<file path="config.mk">
export PLATFORM = sky130hd
export DESIGN_NAME = note_keyboard
export DESIGN_NICKNAME = d
export VERILOG_FILES = /design/src/rtl/note_keyboard_pkg.sv /design/src/rtl/note_keyboard_debounce.sv /design/src/rtl/note_keyboard.sv
export SDC_FILE = /design/constraint.sdc
export NUM_CORES = 1
export LEC_CHECK = 0
export BUFFER_PORTS_ARGS = -buffer_cell sky130_fd_sc_hd__buf_2
export CAP_MARGIN = 20
export CORE_AREA = 2 2 97 99
export DETAILED_ROUTE_END_ITERATION = 10
export DIE_AREA = 0 0 99 101
export HOLD_SLACK_MARGIN = 0.08
export MAX_ROUTING_LAYER = met4
export PLACE_DENSITY_LB_ADDON = 0.1
export SETUP_SLACK_MARGIN = 0.05
export SYNTH_ARGS = -nofsm -noshare
export SYNTH_HDL_FRONTEND = slang
export SYNTH_HIERARCHICAL = 1
export SYNTH_SLANG_ARGS = --single-unit
</file>
<file path="constraint.sdc">
create_clock -name CP -period 13 [get_ports CP]
set_input_delay 1.3 -clock CP [delete_from_list [all_inputs] [get_ports CP]]
set_output_delay 1.3 -clock CP [all_outputs]
set_load 0.01 [all_outputs]
</file>
<file path="src/rtl/note_keyboard_pkg.sv">
// Shared definitions for the keyboard-to-pitch front end: the middle-octave
// semitone table, key-to-semitone maps, sharp masks and the voice state enum.
package note_pkg;

  localparam int unsigned PITCH_W = 11;
  localparam logic [PITCH_W-1:0] SILENCE = 11'd1;

  // Keys whose pitch moves when sharp is selected (bit = key index).
  localparam logic [7:0] HEPT_SHARP_MASK  = 8'b0011_1011; // do re fa so la
  localparam logic [7:0] PENTA_SHARP_MASK = 8'b0001_0100; // mi la

  typedef enum logic [1:0] {
    IDLE    = 2'd0,
    PLAY    = 2'd1,
    RELEASE = 2'd2
  } note_state_e;

  // Middle octave, C5 upward, in Hz.
  function automatic logic [PITCH_W-1:0] mid_semitone_hz(input logic [3:0] semi);
    case (semi)
      4'd0:    return 11'd523;
      4'd1:    return 11'd554;
      4'd2:    return 11'd587;
      4'd3:    return 11'd622;
      4'd4:    return 11'd659;
      4'd5:    return 11'd698;
      4'd6:    return 11'd740;
      4'd7:    return 11'd784;
      4'd8:    return 11'd831;
      4'd9:    return 11'd880;
      4'd10:   return 11'd932;
      4'd11:   return 11'd988;
      default: return SILENCE;
    endcase
  endfunction

  // do re mi fa so la xi
  function automatic logic [3:0] hept_semitone(input logic [2:0] key);
    case (key)
      3'd0:    return 4'd0;
      3'd1:    return 4'd2;
      3'd2:    return 4'd4;
      3'd3:    return 4'd5;
      3'd4:    return 4'd7;
      3'd5:    return 4'd9;
      default: return 4'd11;
    endcase
  endfunction

  // do re mi so la
  function automatic logic [3:0] penta_semitone(input logic [2:0] key);
    case (key)
      3'd0:    return 4'd0;
      3'd1:    return 4'd2;
      3'd2:    return 4'd4;
      3'd3:    return 4'd7;
      default: return 4'd9;
    endcase
  endfunction

  // Heptatonic sharp raises by one semitone; pentatonic sharp remaps
  // mi->fa and la->xi so the legacy five-key layout can reach them.
  function automatic logic [3:0] key_semitone(input logic       penta,
                                              input logic [2:0] key,
                                              input logic       sharp);
    logic [3:0] semi;
    if (penta) begin
      semi = penta_semitone(key);
      if (sharp && PENTA_SHARP_MASK[key]) semi = (semi == 4'd4) ? 4'd5 : 4'd11;
    end else begin
      semi = hept_semitone(key);
      if (sharp && HEPT_SHARP_MASK[key]) semi = semi + 4'd1;
    end
    return semi;
  endfunction

  // oct = sw[2:1]: 10 low, 01 high, otherwise middle.
  function automatic logic [PITCH_W-1:0] octave_scale(input logic [PITCH_W-1:0] mid,
                                                      input logic [1:0]         oct);
    case (oct)
      2'b10:   return (mid + 11'd1) >> 1;
      2'b01:   return mid << 1;
      default: return mid;
    endcase
  endfunction

endpackage

</file>
<file path="src/rtl/note_keyboard_debounce.sv">
// Single-bit key debouncer: one synchroniser flop, then a counter that must
// see DEB_CNT consecutive disagreeing samples before the output toggles.
module key_debounce #(
  parameter int DEB_CNT = 4
) (
  input  logic CP,
  input  logic rst,
  input  logic btn,
  output logic deb
);

  localparam int CNT_W = (DEB_CNT > 1) ? $clog2(DEB_CNT) : 1;
  localparam logic [CNT_W-1:0] CNT_LAST = CNT_W'(DEB_CNT - 1);

  logic             sync_q, sync_d;
  logic             deb_q, deb_d;
  logic [CNT_W-1:0] cnt_q, cnt_d;

  // Count disagreeing samples; toggle and clear on the last one.
  always_comb begin
    // NOTE: every comb output gets a default first so no path infers a latch.
    sync_d = btn;
    deb_d  = deb_q;
    cnt_d  = '0;
    if (sync_q != deb_q) begin
      if (cnt_q == CNT_LAST) begin
        deb_d = ~deb_q;
      end else begin
        cnt_d = cnt_q + CNT_W'(1);
      end
    end
  end

  // Synchroniser, counter and debounced value.
  always_ff @(posedge CP) begin
    // NOTE: state updates use non-blocking assignments so all flops sample together.
    if (rst) begin
      sync_q <= 1'b0;
      deb_q  <= 1'b0;
      cnt_q  <= '0;
    end else begin
      sync_q <= sync_d;
      deb_q  <= deb_d;
      cnt_q  <= cnt_d;
    end
  end

  assign deb = deb_q;

endmodule

</file>
<file path="src/rtl/note_keyboard.sv">
// Keyboard front end: per-key debounce, last-pressed-wins arbitration,
// play/sustain state machine and a registered pitch output (1 = silence).
module note_keyboard
  import note_pkg::*;
#(
  parameter int N_KEYS         = 7,
  parameter int PENTA          = 0,
  parameter int DEB_CNT        = 4,
  parameter int SUSTAIN_CYCLES = 8,
  parameter int FREQ_W         = 11,
  localparam int IDX_W         = (N_KEYS > 1) ? $clog2(N_KEYS) : 1
) (
  input  logic              CP,
  input  logic              rst,
  input  logic [N_KEYS-1:0] Button,
  input  logic [2:0]        sw,
  output logic [FREQ_W-1:0] frequency,
  output logic              note_valid,
  output logic [IDX_W-1:0]  note_idx,
  output logic              sustaining
);

  localparam int TMR_W = (SUSTAIN_CYCLES > 0) ? $clog2(SUSTAIN_CYCLES + 1) : 1;

  if (FREQ_W < 11) begin : g_bad_freq_w
    $error("note_keyboard: FREQ_W must be at least 11 to hold 1976 Hz");
  end
  if (N_KEYS < 1 || N_KEYS > 7) begin : g_bad_n_keys
    $error("note_keyboard: N_KEYS must be in 1..7");
  end
  if (PENTA != 0 && N_KEYS != 5) begin : g_bad_penta
    $error("note_keyboard: pentatonic mapping needs exactly 5 keys");
  end
  if (DEB_CNT < 1) begin : g_bad_deb
    $error("note_keyboard: DEB_CNT must be at least 1");
  end

  logic [N_KEYS-1:0] deb;

  for (genvar g = 0; g < N_KEYS; g++) begin : g_key
    key_debounce #(.DEB_CNT(DEB_CNT)) u_deb (
      .CP  (CP),
      .rst (rst),
      .btn (Button[g]),
      .deb (deb[g])
    );
  end

  logic [N_KEYS-1:0] deb_prev_q, deb_prev_d;
  logic [IDX_W-1:0]  active_q, active_d;
  note_state_e       state_q, state_d;
  logic [TMR_W-1:0]  timer_q, timer_d;
  logic [FREQ_W-1:0] frequency_q, frequency_d;
  logic              note_valid_q, note_valid_d;
  logic [IDX_W-1:0]  note_idx_q, note_idx_d;
  logic              sustaining_q, sustaining_d;

  logic [N_KEYS-1:0] rise;
  logic [IDX_W-1:0]  rise_idx, held_idx;
  logic              active_held;
  logic [PITCH_W-1:0] pitch;

  // Arbitration: a fresh press (lowest index on ties) takes over; if the
  // active key lets go while others are down, fall back to the lowest held.
  always_comb begin
    deb_prev_d  = deb;
    rise        = deb & ~deb_prev_q;
    rise_idx    = '0;
    held_idx    = '0;
    active_held = 1'b0;
    for (int i = N_KEYS - 1; i >= 0; i--) begin
      if (rise[i]) rise_idx = IDX_W'(i);
      if (deb[i])  held_idx = IDX_W'(i);
      if (IDX_W'(i) == active_q) active_held = deb[i];
    end
    active_d = active_q;
    if (|rise) begin
      active_d = rise_idx;
    end else if (|deb && !active_held) begin
      active_d = held_idx;
    end
  end

  // Voice state machine: press starts PLAY, full release starts the sustain timer.
  always_comb begin
    state_d = state_q;
    timer_d = timer_q;
    case (state_q)
      IDLE: begin
        if (|rise) state_d = PLAY;
      end
      PLAY: begin
        if (~|deb) begin
          if (SUSTAIN_CYCLES > 0) begin
            state_d = RELEASE;
            timer_d = TMR_W'(SUSTAIN_CYCLES);
          end else begin
            state_d = IDLE;
          end
        end
      end
      RELEASE: begin
        if (|rise) begin
          state_d = PLAY;
          timer_d = '0;
        end else if (timer_q <= TMR_W'(1)) begin
          state_d = IDLE;
          timer_d = '0;
        end else begin
          timer_d = timer_q - TMR_W'(1);
        end
      end
      default: begin
        state_d = IDLE;
        timer_d = '0;
      end
    endcase
  end

  // Output pitch from the next active key and the live octave/sharp switches.
  always_comb begin
    pitch = octave_scale(mid_semitone_hz(key_semitone(PENTA != 0, 3'(active_d), sw[0])),
                         sw[2:1]);
    frequency_d  = FREQ_W'(SILENCE);
    note_valid_d = 1'b0;
    note_idx_d   = '0;
    sustaining_d = 1'b0;
    if (state_d != IDLE) begin
      frequency_d  = FREQ_W'(pitch);
      note_valid_d = 1'b1;
      note_idx_d   = active_d;
      sustaining_d = (state_d == RELEASE);
    end
  end

  // State, arbitration and output registers; reset wins over everything.
  always_ff @(posedge CP) begin
    if (rst) begin
      deb_prev_q   <= '0;
      active_q     <= '0;
      state_q      <= IDLE;
      timer_q      <= '0;
      frequency_q  <= FREQ_W'(SILENCE);
      note_valid_q <= 1'b0;
      note_idx_q   <= '0;
      sustaining_q <= 1'b0;
    end else begin
      deb_prev_q   <= deb_prev_d;
      active_q     <= active_d;
      state_q      <= state_d;
      timer_q      <= timer_d;
      frequency_q  <= frequency_d;
      note_valid_q <= note_valid_d;
      note_idx_q   <= note_idx_d;
      sustaining_q <= sustaining_d;
    end
  end

  assign frequency  = frequency_q;
  assign note_valid = note_valid_q;
  assign note_idx   = note_idx_q;
  assign sustaining = sustaining_q;

endmodule

</file>
==> flow_summary.toml, run 1 <==
[logic_synthesis]
synth_top_family_by_area = "simple AND/OR/NAND/NOR gates"
synth_xor_area_share_pct = 3.98
synth.area.mux_share_pct = 3.83
synth.avg_cell_area_um2 = 9.15
synth_edf_count = 0
ys_types = 71
synth_area_mm2 = 0.00352
synth_nets = 421
yosysWarnings = 6
synth_seq_area_share_pct = 34.1
yosysTopAreaCell = "dfxtp_1"
synth_area_leaders = "dfxtp_1 (34%), ha_1 (8.5%), nor2_1 (4.5%)"
synth_top_area_share_pct = 34.1
synth_fa_ha_area_share_pct = 8.52
ys.flop_type = "dfxtp_1"
synth-async-reset-ratio_pct = 0
syn_inst = 385
synth_simple_gate_area_share_pct = 25.5
synth-seq-cells = 60
synth-compound-area-share_pct = 20.4

[status]
status = "finished clean"

[hold_path]
min_path_type = "reg2reg"

[cts]
cts_root_buf = "clkbuf_8"
clock_latency_ns = 0.33
ctsResizeCount = 0
post-cts-setup-buffers = 0
cts_made_buffers = 9
cts_hold_buf = 0
cts_tree = "done"
clkTransAtPathRegs_ns = 0.07
htree_num_levels = 3
clkSinkCount = 60
clockBufferDepth = 2

[grt]
antenna_found_initial = 0
grt_pass1_vias = 2767
grt_max_degree = 45
grt_pass1_wl_mm = 12.8
grt_usage_pct = 16.3
gr-total-overflow = 0

[routing]
wl_mm = 7.57
ant_nets = 0
vias = 2938
dr.pass1.iters = 5
wl_per_cell_um = 14.3
drc = 0
dr.first_iter.drc_count = 204
vias_per_cell = 5.56

[finish]
drive_gt1_share_pct = 17.3
insertedDiodeCount = 0
stdcell_area_mm2 = 0.00399
fin_nets = 449
layout_common_cells = "dfxtp_1 (60), nor2_1 (42), buf_2 (27), ha_1 (24)"
final_common_cell = "dfxtp_1"
fillers = 851
utilization_pct = 44.4
synthToLayoutAreaGrowth_pct = 13.1

[die]
die_w_um = 99
num_rows = 35
die_area_mm2 = 0.0100
initial_core_util_pct = 39.3
io_pins = 28
core_mm2 = 0.00898
die_h_um = 101

[placed_design]
post-dp-hpwl_mm = 5.52
gp_congestion = 0.877
dp_slack_ns = 7.88
io_buffers = 27
place_area_mm2 = 0.00375

[power_and_ir_drop]
ir_drop_mv = 0.0525
power_density_mw_per_mm2 = 103
total_leakage_power_nw = 1.58

[sta]
finalClockSkew_ns = 0.0106
rsz0062_at_grt = "no"
tightest_slew_ns = 0.865
maxSlewHeadroom_pct = 42.3
min_period_ns = 5.20
fin_setup_tns_ns = 0
hold_viol = 0
timing.hold.ws_ns = 0.426
slew_violations = 0
min_period_over_period_pct = 40.0
fmax_ghz = 0.192
setup_viol = 0
setup_ws_ns = 7.80

[critical_path]
end_kind = "register"
crit_type = "reg2reg"
crit_fanout = 7
crit_path_start_kind = "register"
worstPathArrival_ns = 5.39
required_ns = 13.20

[flow_run]
drv_cap = 0
==> sequential cells by signal (all words and copies together), names as in the netlist, 2 cells and up <==
signal and count:
active_q 3, deb_prev_q 7, note_idx 3, frequency 11, timer_q 4, state_q 2, g_key.u_deb/deb 7, g_key.u_deb/sync_q 7
g_key.u_deb/cnt_q 14
==> through the flow <==
| stage | std cells | total power, W |
|---|---|---|
| after global placement | 513 | 0.000220 |
| final | 528 | 0.000411 |
| after global routing | 528 | 0.000428 |
| after CTS | 528 | 0.000418 |
| after detailed placement | 513 | 0.000220 |
| after floorplan | 385 | 0.000212 |
==> logic make-up (layout without fill, tap and decap cells) <==
| group | count (synthesis) | count (layout) |
|---|---|---|
| compound gates | 94 | 94 |
| xor+xnor | 16 | 16 |
| fa+ha+maj | 24 | 24 |
| buf+inv | 29 | 61 |
| flops | 60 | 60 |
| mux | 12 | 12 |
| simple gates | 150 | 150 |
==> cell type report <==
class / instances / area (µm²) / share of cell area, %
clock buffers: 12 / 165 / 4.14
clock inverters: 3 / 68.8 / 1.73
inverters: 16 / 60.1 / 1.51
multi-input cells: 296 / 2200 / 55.1
flip-flops and latches: 60 / 1200 / 30.1
well taps: 111 / 139 / 3.48
repair buffers: 30 / 158 / 3.95
==> report_power, final <==
| group | leakage (nW) | switching (W) | total, W | internal (W) |
|---|---|---|---|---|
| sequential | 0.486 | 0.00000145 | 0.000188 | 0.000186 |
| clock | 0.119 | 0.0000724 | 0.000195 | 0.000123 |
| combinational | 0.971 | 0.0000164 | 0.0000277 | 0.0000112 |
| total | 1.58 | 0.0000903 | 0.000411 | 0.000321 |
==> path summary, 6_finish.rpt <==
kind / from / to / slack [ns] / cells past startpoint
worst min register to register: g_key[3].u_deb/cnt_q[0] / g_key[3].u_deb/cnt_q[0] / 0.43 / 1
worst min-delay path: g_key[3].u_deb/cnt_q[0] / g_key[3].u_deb/cnt_q[0] / 0.43 / 1
worst max-delay path: active_q[1] / frequency[4] / 7.80 / 18
worst max register to register: active_q[1] / frequency[4] / 7.80 / 18
==> synthesized netlist by cell type (3+ instances only) <==
cell type  instances
a211o_1            4
a211oi_1           6
a21oi_1           17
a22oi_1            7
a31oi_1            4
buf_2              6
clkbuf_1           5
dfxtp_1           60
ha_1              24
inv_1             16
mux2i_1            9
nand2_1           18
nand2b_1           8
nand3_1            7
nand4_1            6
nor2_1            42
nor2b_1           18
nor3_1             7
nor3b_1            4
nor4_1             9
nor4b_2            7
o211a_1            3
o211ai_1           3
o21ai_0           11
o22ai_1            4
o31ai_1            5
or4_1              3
xnor2_1            9
xor2_1             7
==> critical path: stages (launching register included) <==
cell and delay, ns:
dfxtp_1 0.46, mux2_2 0.38, o2bb2ai_1 0.31, nor2_1 0.10
a211oi_1 0.55, nor2_1 0.25, nor2_1 0.28, xnor2_1 0.11
ha_1 0.27, inv_1 0.14, nor2_1 0.14, a2111oi_0 0.54
nand4_2 0.22, nand4_4 0.17, mux2i_4 0.34, nand2_2 0.08
or4b_4 0.52, xor2_1 0.14, o22ai_1 0.09
==> per-layer routing <==
metal	share of wire [%]	wire [µm]	global-route usage (%)
met4	2.0	150	7.59
met3	4.5	337	3.33
met5	0	0	-
met2	44	3300	24.3
met1	50	3780	21.2
Power figures use the tool's default switching activity.
==> inputs of run 2 (changes only) <==
==> constraint.sdc (replaced) <==
create_clock -name CP -period 4.5 [get_ports CP]
set_input_delay 0.45 -clock CP [delete_from_list [all_inputs] [get_ports CP]]
set_output_delay 0.45 -clock CP [all_outputs]
set_load 0.01 [all_outputs]
==> run 2 against run 1 <==
- critical path depth fell by 1
- clock power rose to 3.0 times the previous value
- maximum frequency up 18%
- flip-flop and latch count stayed put
- count of clock-buffer cells in the layout fell by 2
- first-iteration DRC count down 30%
- worst hold slack got worse by 0.11 ns
- largest cell class unchanged
- highest routed layer unchanged
==> flow_summary.toml, run 2 (synthesis gave the netlist of run 1 again) <==
[status]
status = "finished clean"

[die]
core_mm2 = 0.00898
initial_core_util_pct = 39.3
die_area_mm2 = 0.0100
num_rows = 35
die_w_um = 99
io_pins = 28
die_h_um = 101

[sta]
timing.hold.ws_ns = 0.318
setup_ws_ns = 0.0975
finalClockSkew_ns = 0.00943
setup_viol = 0
fmax_ghz = 0.227
fin_setup_tns_ns = 0
min_period_over_period_pct = 97.8
rsz0062_at_grt = "yes"
slew_violations = 0
min_period_ns = 4.40
hold_viol = 0
maxSlewHeadroom_pct = 52.3
tightest_slew_ns = 0.706

[cts]
cts_root_buf = "clkbuf_8"
cts_tree = "done"
clkTransAtPathRegs_ns = 0.07
clockBufferDepth = 2
htree_num_levels = 3
cts_hold_buf = 0
clkSinkCount = 60
cts_made_buffers = 9
clock_latency_ns = 0.34

[finish]
synthToLayoutAreaGrowth_pct = 26.8
layout_common_cells = "dfxtp_1 (59), buf_4 (42), nor2_1 (38), buf_2 (27), ha_1 (20)"
final_common_cell = "dfxtp_1"
fin_nets = 489
regMostFlops = "g_key.u_deb/cnt_q"
largest_register_ffs = 14
insertedDiodeCount = 0
utilization_pct = 49.8
drive_gt1_share_pct = 30.6

[routing]
wl_mm = 8.33
drc = 0
vias_per_cell = 5.47
wl_per_cell_um = 14.6
dr.first_iter.drc_count = 142
dr.pass1.iters = 6
vias = 3113
ant_nets = 0

[critical_path]
worstPathArrival_ns = 4.64
end_kind = "register"
crit_type = "reg2reg"
required_ns = 4.74
crit_fanout = 5
rr_worst_depth = 17
crit_path_start_kind = "register"

[power_and_ir_drop]
total_leakage_power_nw = 1.81
ir_drop_mv = 0.144
power_density_mw_per_mm2 = 274
power.total_w = 0.00123

[grt]
grt_pass1_vias = 2825
gr-total-overflow = 0
antenna_found_initial = 0
grt_usage_pct = 17.1
grt_pass1_wl_mm = 13.4
grt_max_degree = 45

[hold_path]
holdPathStages = 2
min_path_type = "in2reg"

[placed_design]
post-dp-hpwl_mm = 5.99
io_buffers = 27
gp_congestion = 0.908
dp_slack_ns = 0.0155

[flow_run]
drv_cap = 0
[run 2: cell types whose count changed in the layout (fill, tap and decap cells not counted), moves of 4 or more]
cell,before,now
ha_1,24,20
nor2_1,42,38
buf_4,3,42
nor2_2,0,4
[run 2: critical path, cell delays in order, from the launching register on]
cell and delay, ns:
dfxtp_2 0.32, or4_4 0.53, or4_4 0.47, o221ai_4 0.09
a32o_2 0.22, nor2_2 0.05, nor2_2 0.17, xnor2_2 0.17
ha_4 0.24, nand2_2 0.06, a21oi_1 0.04, or3_4 0.38
ha_2 0.28, or4b_1 0.60, a21oi_2 0.19, and3_1 0.20
nand4_1 0.10, a22o_1 0.19
[run 2: through the flow]
step / std cells / area (µm²)
finish: 569 / 4470
global route: 569 / 4470
CTS: 566 / 4280
detailed placement: 547 / 4020
global placement: 547 / 4020
floorplan: 385 / 3530
[run 2: final timing paths]
path                                start  slack [ns]                 endpoint
setup reg to reg       g_key[2].u_deb/deb         0.1             frequency[8]
setup / recovery       g_key[2].u_deb/deb         0.1             frequency[8]
hold reg to reg   g_key[5].u_deb/cnt_q[0]        0.43  g_key[5].u_deb/cnt_q[0]
hold / removal                  Button[5]        0.32    g_key[5].u_deb/sync_q
[run 2: what timing repair did]
item / 4_1_cts / 5_1_grt
setup buffers: 3 / 3
pin swaps: 3 / 9
hold endpoints to repair: 0 / 0
resized for setup: 3 / 34
endpoints found under the setup margin: 2 / 9
[run 2: area by class of cell]
type / instances / area, µm²
Sequential cell: 60 / 1200
Clock buffer: 10 / 128
Inverter: 16 / 62.6
Fill cell: 812 / 4510
Tap cell: 111 / 139
Timing Repair Buffer: 70 / 462
Clock inverter: 6 / 113
Multi-Input combinational cell: 296 / 2360
[run 2: power breakdown]
| group | switching [W] | internal, W |
|---|---|---|
| clock network | 0.000217 | 0.000369 |
| registers | 0.00000414 | 0.000539 |
| logic | 0.0000541 | 0.0000426 |
[run 2: per-layer routing]
metal / track usage, % / part of all wire (%) / up-vias
met3: 3.12 / 3.9 / 16
met2: 26.7 / 46 / 73
li1: - / - / 1573
met5: - / 0 / -
met1: 22.0 / 48 / 1451
met4: 6.53 / 2.1 / 0
==> inputs of run 3 (changes only) <==
--- a/config.mk
+++ b/config.mk
@@ -5,11 +5,12 @@
 export SDC_FILE = /design/constraint.sdc
 export NUM_CORES = 1
 export LEC_CHECK = 0
+export ABC_CLOCK_PERIOD_IN_PS = 4500
 export BUFFER_PORTS_ARGS = -buffer_cell sky130_fd_sc_hd__buf_2
 export CAP_MARGIN = 20
-export CORE_AREA = 2 2 97 99
+export CORE_AREA = 2 2 104 106
 export DETAILED_ROUTE_END_ITERATION = 10
-export DIE_AREA = 0 0 99 101
+export DIE_AREA = 0 0 106 108
 export HOLD_SLACK_MARGIN = 0.08
 export MAX_ROUTING_LAYER = met4
 export PLACE_DENSITY_LB_ADDON = 0.1
==> run 3 against run 2 <==
- routed wire length is 2.0% higher
- maximum frequency fell by 1.1%
- clock skew increased by 0.0023 ns
- power decreased by 6.1%
- sequential power hardly changed
- utilization shrank 6.3 points
- count of clock-buffer cells in the layout up 1
- combinational power decreased by 0.7%
- worst hold slack got worse by 0.0046 ns
- clock power fell by 12%
- critical endpoint unchanged
==> flow_summary.toml, run 3 (synthesis gave the netlist of run 1 again) <==
[status]
status = "finished clean"

[hold_path]
min_path_type = "in2reg"
holdPathStages = 2

[critical_path]
endpoint = "frequency[8]"
required_ns = 4.74
worstPathArrival_ns = 4.69
r2r_start = "g_key[2].u_deb/deb"
crit_fanout = 6
crit_type = "reg2reg"
startpoint = "g_key[2].u_deb/deb"
r2r_slack_ns = 0.05
end_kind = "register"
rr_worst_depth = 19
crit_path_start_kind = "register"
reg2reg_to = "frequency[8]"

[power_and_ir_drop]
power_switching_w = 0.000284
ir_drop_mv = 0.110
power_density_mw_per_mm2 = 259
p_comb_share_pct = 8.3
total_leakage_power_nw = 1.79
seqPwrFrac_pct = 47.1
intPower_w = 0.000868
power.total_w = 0.00115
switching_share_pct = 24.6
clkPwrFrac_pct = 44.5

[cts]
clock_latency_ns = 0.34
clkSinkCount = 60
cts_tree = "done"
cts_made_buffers = 9
clockBufferDepth = 2
htree_num_levels = 3
clkTransAtPathRegs_ns = 0.07
cts_root_buf = "clkbuf_8"
cts_hold_buf = 0

[placed_design]
place_area_mm2 = 0.00405
io_buffers = 27
dp_slack_ns = -0.00863
gp_congestion = 0.841
post-dp-hpwl_mm = 6.13

[finish]
stdcell_area_mm2 = 0.00445
drive_gt1_share_pct = 30.7
layout_common_cells = "dfxtp_1 (59), buf_4 (44), nor2_1 (40), buf_2 (27), ha_1 (21)"
largest_register_ffs = 14
regMostFlops = "g_key.u_deb/cnt_q"
fin_nets = 491
insertedDiodeCount = 0
final_common_cell = "dfxtp_1"
synthToLayoutAreaGrowth_pct = 26.3
utilization_pct = 43.5

[die]
io_pins = 28
die_h_um = 108
die_area_mm2 = 0.0114
num_rows = 37
core_mm2 = 0.0102
die_w_um = 106
initial_core_util_pct = 34.5

[grt]
gr-total-overflow = 0
grt_pass1_vias = 2910
antenna_found_initial = 0
grt_usage_pct = 15.5
grt_pass1_wl_mm = 13.8
grt_max_degree = 45

[sta]
min_period_ns = 4.45
maxSlewHeadroom_pct = 55.9
hold_viol = 0
finalClockSkew_ns = 0.0117
setup_ws_ns = 0.0466
setup_viol = 0
min_period_over_period_pct = 99.0
tightest_slew_ns = 0.658
timing.hold.ws_ns = 0.313
slew_violations = 0
rsz0062_at_grt = "yes"
fmax_ghz = 0.225

[routing]
wl_mm = 8.50
dr.pass1.iters = 4
vias = 3113
vias_per_cell = 5.22
ant_nets = 0
wl_per_cell_um = 14.3
dr.first_iter.drc_count = 236
drc = 0

[flow_run]
drv_cap = 0
run 3: changes by cell type in the layout (fill, tap and decap cells not counted), sizes merged:
cell | previous run | this run
clkbuf | 10 | 11
clkinv | 3 | 1
bufinv | 3 | 1
buf | 70 | 72
inv | 16 | 17
clkinvlp | 0 | 2
run 3: area by class of cell:
cell class | instances | area, µm²
clock inverter | 5 | 58.8
multi-input combinational | 296 | 2330
timing repair buffer | 72 | 477
inverter | 16 | 62.6
sequential | 60 | 1200
clock buffer | 11 | 151
tap | 136 | 170
fill | 1014 | 5780
run 3: power by group through the flow:
| stage | logic [W] | clock network, W | registers [W] |
|---|---|---|---|
| finish | 0.0000961 | 0.000513 | 0.000542 |
| global route | 0.000106 | 0.000550 | 0.000543 |
| CTS | 0.0000895 | 0.000528 | 0.000542 |
| detailed placement | 0.0000889 | 0 | 0.000555 |
| global placement | 0.0000883 | 0 | 0.000555 |
| floorplan | 0.0000574 | 0 | 0.000554 |
run 3: repair_timing:
| action | CTS | global route |
|---|---|---|
| gates resized for setup | 4 | 31 |
| setup buffers | 1 | 6 |
| endpoints found under the setup margin | 4 | 9 |
| pin swaps | 4 | 12 |
run 3: metal layers:
metal | part of all wire (%) | vias up | track usage (%)
met3 | 3.2 | 6 | 3.56
met5 | 0 | - | -
li1 | - | 1572 | -
met2 | 46 | 51 | 24.1
met1 | 50 | 1484 | 19.8
met4 | 0.98 | 0 | 5.73
run 3: critical path, cell delays in order (launching register included):
cell and delay (ns):
dfxtp_2 0.32, or4_4 0.53, or4_4 0.46, buf_6 0.14, o21ai_4 0.09, a211o_1 0.20, nor2_2 0.05, xnor2_1 0.13
ha_1 0.32, nand2_2 0.09, a21oi_2 0.03, or3_4 0.37, ha_2 0.19, or4_1 0.52, o311ai_2 0.11, a22oi_2 0.15
a21oi_2 0.16, and3_4 0.20, nand4_1 0.09, a22o_1 0.19
run 3: metrics by stage:
step / cells / TNS (ns)
after global placement: 573 / 0
after floorplan: 385 / -0.0192
after CTS: 590 / 0
final: 596 / 0
after global routing: 596 / -0.656
after detailed placement: 573 / -0.00863
run 3: worst min path at each step:
stage | startpoint | endpoint | slack, ns
floorplan | g_key[0].u_deb/cnt_q[0] | g_key[0].u_deb/cnt_q[0] | 0.40
global placement | g_key[2].u_deb/cnt_q[0] | g_key[2].u_deb/cnt_q[0] | 0.42
detailed placement | g_key[6].u_deb/cnt_q[0] | g_key[6].u_deb/cnt_q[0] | 0.42
CTS | Button[3] | g_key[3].u_deb/sync_q | 0.31
global route | Button[3] | g_key[3].u_deb/sync_q | 0.31
finish | Button[4] | g_key[4].u_deb/sync_q | 0.31
